$ cat src/rtl/hazard_forward_ctrl_pkg.sv
// Shared types and constants for the hazard/forwarding controller: forward-select
// codes, control-bundle bit positions and the pipeline shadow-slot record.
package hazard_forward_ctrl_pkg;

  localparam logic [1:0] FWD_RF    = 2'b00;
  localparam logic [1:0] FWD_EXMEM = 2'b10;
  localparam logic [1:0] FWD_MEMWB = 2'b01;

  localparam int M_READ   = 2;
  localparam int M_WRITE  = 1;
  localparam int M_BRANCH = 0;

  localparam int WB_MEMTOREG = 1;
  localparam int WB_REGWRITE = 0;

  typedef struct packed {
    logic       valid;
    logic [4:0] rs1;
    logic [4:0] rs2;
    logic [4:0] rd;
    logic       regwrite;
    logic       memread;
  } slot_t;

  localparam slot_t SLOT_BUBBLE = '0;

endpackage

$ cat src/rtl/hfc_fwd_sel.sv
// Forward-source selector for one EX operand; a younger MEM-stage producer
// shadows an older WB-stage producer of the same register.
module hfc_fwd_sel
  import hazard_forward_ctrl_pkg::*;
(
  input  logic       ex_valid_i,
  input  logic [4:0] ex_rs_i,
  input  logic       mem_valid_i,
  input  logic       mem_regwrite_i,
  input  logic [4:0] mem_rd_i,
  input  logic       wb_valid_i,
  input  logic       wb_regwrite_i,
  input  logic [4:0] wb_rd_i,
  output logic [1:0] fwd_o
);

  logic mem_hit;
  logic wb_hit;

  always_comb begin
    mem_hit = mem_valid_i && mem_regwrite_i && (mem_rd_i != 5'd0) && (mem_rd_i == ex_rs_i);
    wb_hit  = wb_valid_i && wb_regwrite_i && (wb_rd_i != 5'd0) && (wb_rd_i == ex_rs_i);
    fwd_o   = FWD_RF;
    if (ex_valid_i) begin
      if (mem_hit)     fwd_o = FWD_EXMEM;
      else if (wb_hit) fwd_o = FWD_MEMWB;
    end
  end

endmodule

$ cat src/rtl/hazard_forward_ctrl.sv
// Load-use stall, branch flush and operand-forwarding control for a 5-stage
// pipeline, tracked through EX/MEM/WB shadow slots plus saturating event counters.
module hazard_forward_ctrl
  import hazard_forward_ctrl_pkg::*;
(
  input  logic        clk_i,
  input  logic        rst_i,
  input  logic        id_valid_i,
  input  logic [4:0]  id_rs1_i,
  input  logic [4:0]  id_rs2_i,
  input  logic [4:0]  id_rd_i,
  input  logic [2:0]  id_M_i,
  input  logic [1:0]  id_WB_i,
  input  logic        mem_branch_taken_i,
  output logic [1:0]  fwd_a_o,
  output logic [1:0]  fwd_b_o,
  output logic        stall_o,
  output logic        bubble_o,
  output logic        flush_o,
  output logic [15:0] stall_cnt_o,
  output logic [15:0] flush_cnt_o
);

  slot_t       ex_q, ex_d;
  slot_t       mem_q, mem_d;
  slot_t       wb_q, wb_d;
  logic [15:0] stall_cnt_q, stall_cnt_d;
  logic [15:0] flush_cnt_q, flush_cnt_d;
  logic        load_use;

  // Bits that carry no hazard information are folded here so they stay intentionally unused.
  logic unused_ok;
  assign unused_ok = ^{id_M_i[M_WRITE], id_M_i[M_BRANCH], id_WB_i[WB_MEMTOREG],
                       wb_q.rs1, wb_q.rs2, wb_q.memread};

  always_comb begin
    load_use = id_valid_i && ex_q.valid && ex_q.memread && (ex_q.rd != 5'd0) &&
               ((ex_q.rd == id_rs1_i) || (ex_q.rd == id_rs2_i));
    flush_o  = mem_branch_taken_i;
    stall_o  = load_use && !mem_branch_taken_i;
    bubble_o = stall_o;

    ex_d.valid    = id_valid_i;
    ex_d.rs1      = id_rs1_i;
    ex_d.rs2      = id_rs2_i;
    ex_d.rd       = id_rd_i;
    ex_d.regwrite = id_WB_i[WB_REGWRITE];
    ex_d.memread  = id_M_i[M_READ];
    mem_d         = ex_q;
    wb_d          = mem_q;
    if (flush_o) begin
      ex_d  = SLOT_BUBBLE;
      mem_d = SLOT_BUBBLE;
    end else if (stall_o) begin
      ex_d  = SLOT_BUBBLE;
    end

    stall_cnt_d = stall_cnt_q;
    flush_cnt_d = flush_cnt_q;
    if (stall_o && (stall_cnt_q != 16'hFFFF)) stall_cnt_d = stall_cnt_q + 16'd1;
    if (flush_o && (flush_cnt_q != 16'hFFFF)) flush_cnt_d = flush_cnt_q + 16'd1;
  end

  always_ff @(posedge clk_i) begin
    if (!rst_i) begin
      ex_q        <= SLOT_BUBBLE;
      mem_q       <= SLOT_BUBBLE;
      wb_q        <= SLOT_BUBBLE;
      stall_cnt_q <= '0;
      flush_cnt_q <= '0;
    end else begin
      ex_q        <= ex_d;
      mem_q       <= mem_d;
      wb_q        <= wb_d;
      stall_cnt_q <= stall_cnt_d;
      flush_cnt_q <= flush_cnt_d;
    end
  end

  assign stall_cnt_o = stall_cnt_q;
  assign flush_cnt_o = flush_cnt_q;

  hfc_fwd_sel u_fwd_a (
    .ex_valid_i     (ex_q.valid),
    .ex_rs_i        (ex_q.rs1),
    .mem_valid_i    (mem_q.valid),
    .mem_regwrite_i (mem_q.regwrite),
    .mem_rd_i       (mem_q.rd),
    .wb_valid_i     (wb_q.valid),
    .wb_regwrite_i  (wb_q.regwrite),
    .wb_rd_i        (wb_q.rd),
    .fwd_o          (fwd_a_o)
  );

  hfc_fwd_sel u_fwd_b (
    .ex_valid_i     (ex_q.valid),
    .ex_rs_i        (ex_q.rs2),
    .mem_valid_i    (mem_q.valid),
    .mem_regwrite_i (mem_q.regwrite),
    .mem_rd_i       (mem_q.rd),
    .wb_valid_i     (wb_q.valid),
    .wb_regwrite_i  (wb_q.regwrite),
    .wb_rd_i        (wb_q.rd),
    .fwd_o          (fwd_b_o)
  );

endmodule

$ cat config.mk
export PLATFORM = sky130hd
export DESIGN_NAME = hazard_forward_ctrl
export DESIGN_NICKNAME = d
export VERILOG_FILES = /design/src/rtl/hazard_forward_ctrl_pkg.sv /design/src/rtl/hfc_fwd_sel.sv /design/src/rtl/hazard_forward_ctrl.sv
export SDC_FILE = /design/constraint.sdc
export NUM_CORES = 1
export LEC_CHECK = 0
export CORE_MARGIN = 3
export CORE_UTILIZATION = 51
export CTS_CLUSTER_DIAMETER = 40
export CTS_CLUSTER_SIZE = 20
export DETAILED_ROUTE_END_ITERATION = 10
export PLACE_DENSITY = 0.9
export REMOVE_ABC_BUFFERS = 1
export SLEW_MARGIN = 20
export SYNTH_ARGS = -nofsm -noshare
export SYNTH_HDL_FRONTEND = slang
export SYNTH_SLANG_ARGS = --single-unit
$ cat constraint.sdc
create_clock -name clk_i -period 2.6 [get_ports clk_i]
set_input_delay 0.52 -clock clk_i [delete_from_list [all_inputs] [get_ports clk_i]]
set_output_delay 0.52 -clock clk_i [all_outputs]
set_load 0.02 [all_outputs]
[Word level (Yosys, flattened, before mapping)]
Cells that the tools add are included.
Storage, ports and cells
  register bits: 64
  bits of input ports: 24
  output and inout bits: 39
  logic and storage cells: 53
Cells by class
  add/subtract/negate cells: 2
  equal/unequal tests: 8
  mux-type cells: 6
  bitwise logic cells: 1
  reduce and logical (&&, ||, !) cells: 22
Operators with widths (count)
  $add 16x1->16 const B: 2
  $ne 16x16->1 const B: 2
  $eq 5x5->1: 6
  $logic_and 1x1->1: 15
  $reduce_bool 5->1: 3
  $mux 2: 4
  $reduce_or 3->1: 1
  $mux 1: 2
  $reduce_or 2->1: 1
  $logic_not 1->1: 1
  $logic_or 1x1->1: 1
  $not 1->1: 1

[Depth between registers and ports, before layout]
Gate-level depths: netlist (run 1).
  depth after elaboration: 6
  mapped depth: 7
  gate-level depth less buffers: 6

[Modules after synthesis]
A second synthesis (run 1) with hierarchy kept.
Second synthesis, totals
  cells, all modules: 328
  area total of the unflattened synthesis: 3029.2 um^2
Modules (own cells, without submodules)
  hazard_forward_ctrl: instances 1, cells an instance 282, area each 2678.8 um^2, seq. area each 1281.2 um^2
  hfc_fwd_sel: instances 2, cells an instance 23, area each 175.2 um^2, seq. area each 0.0 um^2

[Worst setup path after synthesis (run 1)]
Ideal clock, no wire load.
  kind: register to output
  from: register mem_q[2] (netlist bit)
  to: output port fwd_a_o[0]
  data arrival time: 1.843 ns
  required time: 2.080 ns
  setup slack: 0.237 ns
  cell stages (with the launch flop): 5
  buffers on the path: 0
  path through: dfxtp_1 -> or4_1 -> o211ai_1 -> nor4_1 -> nor4_1
On the way
  word-level cells in the longest chain between the ends: 5
  elaborated cells between the ends (all ways): 6
  those cells by class: eq/ne (1); mux (2); reduce/logical (3)
Ends and longest elaborated chain
  start: declaration: RTL line hazard_forward_ctrl.sv:25  | slot_t mem_q, mem_d;
  start signal: assignment: RTL line hazard_forward_ctrl.sv:73  | mem_q <= mem_d;
  $reduce_bool 5->1: RTL line hfc_fwd_sel.sv:21  | mem_hit = mem_valid_i && mem_regwrite_i && (mem_rd_i != 5'd0) && (mem_rd_i == ex_rs_i);
  $logic_and 1x1->1: RTL line hfc_fwd_sel.sv:21
  $logic_and 1x1->1 (*): RTL line hfc_fwd_sel.sv:21
  $mux 2 (*): RTL line hfc_fwd_sel.sv:25  | if (mem_hit) fwd_o = FWD_EXMEM;
  $mux 2 (*): RTL line hfc_fwd_sel.sv:24  | if (ex_valid_i) begin
  end: declaration: RTL line hazard_forward_ctrl.sv:15  | output logic [1:0] fwd_a_o,
Mark *: on every way between the ends. The rest lies on a longest branch, timed or not.

[Worst setup path in the final report (run 1)]
  from: register mem_q[5] (netlist bit)
  to: output port fwd_a_o[1]
The elaborated chain is that of the path after synthesis.

==> run metrics, run 1 <==
placed cell areas 3730 sq um; Int Pwr approximately 1.4 mW; Congestion Overflow GR 0; Min-Delay Path Depth 1; critical path arrival 2070 ps; Syn Area/Cell 9.38 sq um; TritonCTS clock tree done; Fin Hold WS 429 ps; CP Data Required Time ~2100 ps; synthesis-to-layout area growth 30.0%; drt drc 0; Netlist cell types 46; dpl hpwl 4980 microns; Synth area leaders dfxtp_1 42%, xor2_1 9.3%, and2_1 6.8%; Placed Cells 454; Peak supply drop 0.351 mV; Lkg Pwr 1.57 nW; FF-to-FF path depth 6; Post-Layout Cell Count 471; Max Cap Viol 0; cell area after layout 3930 sq um; critical path launch point type flop; Final Hold Violating Endpoints 0; worst path cell trace or4_1, o211ai_1, buf_4, nor4_2, and2_1, dlygate4sd2_1; Final min period 2590 ps; area of the core 5610 sq um; Critical Setup Path Class reg2out; ys flop type dfxtp_1; crit share post-route 99.4%; maximum clock frequency 387 MHz; hold crit path type reg2reg; Post-Syn Area just over 3000 sq um; worst-case clock buffer depth 2; status completed; Setup crit end kind output port; cell at the root of the clock tree clkbuf_8; row cnt 27; total track usage 20.0%; Max FO, Critical Path 2; cells after synthesis 322; hold_buf cts 0; top cell type's share of synthesized area 42.4%; vias in the first global route ~2,400; area leader, netlist dfxtp_1; final WL 6890 microns; die width 82.9 microns; PwrDens 481 nW/um^2; critical path's slowest cell or4_1; post-synthesis sequential area ratio 42.4%; clk_skew 6.49 ps; fillcell total 437; num ports 63; Psw 0.451 mW; Reg clk slew, reported paths approximately 70 ps; RR Endpoint stall_cnt_o[0]; share of cells above drive strength 1 11.3%; Clock Latency Late Sink 330 ps; Critical R2R Launch stall_cnt_o[0]; Port Buf Inserts 59; Setup violations, final 0; via count roughly 2,600; Post-synth top cells 64 x dfxtp_1, 33 x and2_1, 32 x xor2_1, 23 x nor2_1, 18 x nand2_1; Final GP Congestion approximately 0.85; Yosys Warn Count 0; HP Start ex_q[1]; first-pass GRT wire length 11,500 microns; most frequent cell after synthesis dfxtp_1; Sequential Power Share 53.8%; antenna violations before repair 0; CTS HTree Levels 3; max_slew headroom 70.1%; largest net degree at the start of global routing 28; antenna-violating nets left 0; antenna fix cells 0; Pins Over Slew Limit 0; hold path endpoint mem_q[1]; number of synthesized flops with an enable pin 0; Initial Utilization 53.8%; clock network power share 38.9%; DRT Pass-1 Iters 4; Worst-Margin Slew between 400 and 500 ps; die area around 6900 sq um; post-DR wirelength/cell 14.6 microns; CTS sink cnt 64; First DRT Iteration DRCs 128; vias per inst 5.52; nets@finish 420; flops & latches, synth 64; flop-to-flop setup slack 590 ps; sw frac 23.9%; total CTS buffers 9; Die H 82.9 microns; ys async rst share 0%; worst stage delay on the critical path 510 ps; Comb power frac about 7.3%
worst max path at each step:
stage                 from          to  slack, ps  depth (start not counted)
6_report          mem_q[5]  fwd_a_o[1]         10                          6
2_1_floorplan     mem_q[2]  fwd_a_o[0]        240                          4
3_5_place_dp   id_rs1_i[2]     stall_o       -260                          6
3_3_place_gp   id_rs1_i[2]     stall_o       -230                          6
4_1_cts           mem_q[5]  fwd_b_o[1]         10                          5
5_1_grt           mem_q[5]  fwd_a_o[1]        -80                          6
area by class of cell:
type,count,area [sq um],area share (%)
sequential,64,1280,32.6
clock inverter,5,32.5,0.829
inverter,4,15.0,0.383
clock buffer,11,141,3.60
multi-input combinational,240,1660,42.4
tap,72,90.1,2.30
timing repair buffer,75,701,17.9
logic make-up after synthesis:
logic type / count (synthesis) / share of synthesized area (%)
xor gates and xnor gates: 41 / 11.9
AOI/OAI and AO/OA: 39 / 9.78
muxes: 8 / 2.65
and+or+nand+nor: 150 / 29.3
adders and majority gates: 2 / 0.829
buffers and inverters: 18 / 3.15
DFF: 64 / 42.4
state kept, by name, indices dropped and copies added, names as in the netlist:
signal       cells
stall_cnt_o     16
ex_q            18
flush_cnt_o     16
mem_q            7
wb_q             7
what timing repair did:
action	CTS	global route
setup buffers	0	1
cloned	0	0
gates resized for setup	14	7
endpoints found under the setup margin	6	6
pin swaps	2	1
power groups by stage:
stage / Combinational (mW) / Clock, mW / Sequential [mW]
floorplan: 0.0574 / 0 / 1.04
global placement: 0.131 / 0 / 1.04
finish: 0.138 / 0.735 / 1.02
global route: 0.151 / 0.796 / 1.02
CTS: 0.136 / 0.747 / 1.01
detailed placement: 0.135 / 0 / 1.04
critical path: cells and delay by family, from the launching register on:
kind | cells | cell delay, ps
AND/OR/NAND/NOR | 3 | 730
AO/OA/AOI/OAI | 1 | 200
buffers and inverters | 2 | 480
flip-flops | 1 | 320
layer usage:
layer  vias to the layer above  wire length, microns  track usage, %
met1                      1200                  2910            25.8
li1                       1299                     -               -
met5                         -                     0               0
met2                        89                  3440            32.4
met4                         0                   116            8.62
met3                        14                   418            4.17
placed cells by master, fill, tap and decap left out, types with 8 or more instances in the layout:
master	count
and2_1	33
buf_4	17
clkbuf_8	10
clkdlybuf4s50_1	53
dfxtp_1	64
mux2i_1	8
nand2_1	18
nand2b_1	9
nand3_1	12
nor2_1	22
nor3_1	10
or4_1	9
xnor2_1	9
xor2_1	32
metrics by stage:
| step | util, % | power, mW | TNS [ps] | setup WS (ps) |
|---|---|---|---|---|
| final | 70.0 | 1.89 | 0 | 14.6 |
| after global routing | 70.0 | 1.96 | -176 | -77.8 |
| after CTS | 69.4 | 1.90 | 0 | 10.9 |
| after detailed placement | 66.6 | 1.17 | -598 | -262 |
| after global placement | 66.6 | 1.17 | -463 | -225 |
| after floorplan | - | 1.10 | 0 | 237 |
No activity file was read; power rests on OpenSTA's default activity.
==> run 2: changes to the inputs <==
- SLEW_MARGIN: 20 -> not set
==> results of run 2 <==
The final DEF is identical to that of run 1; final timing and power are the same.
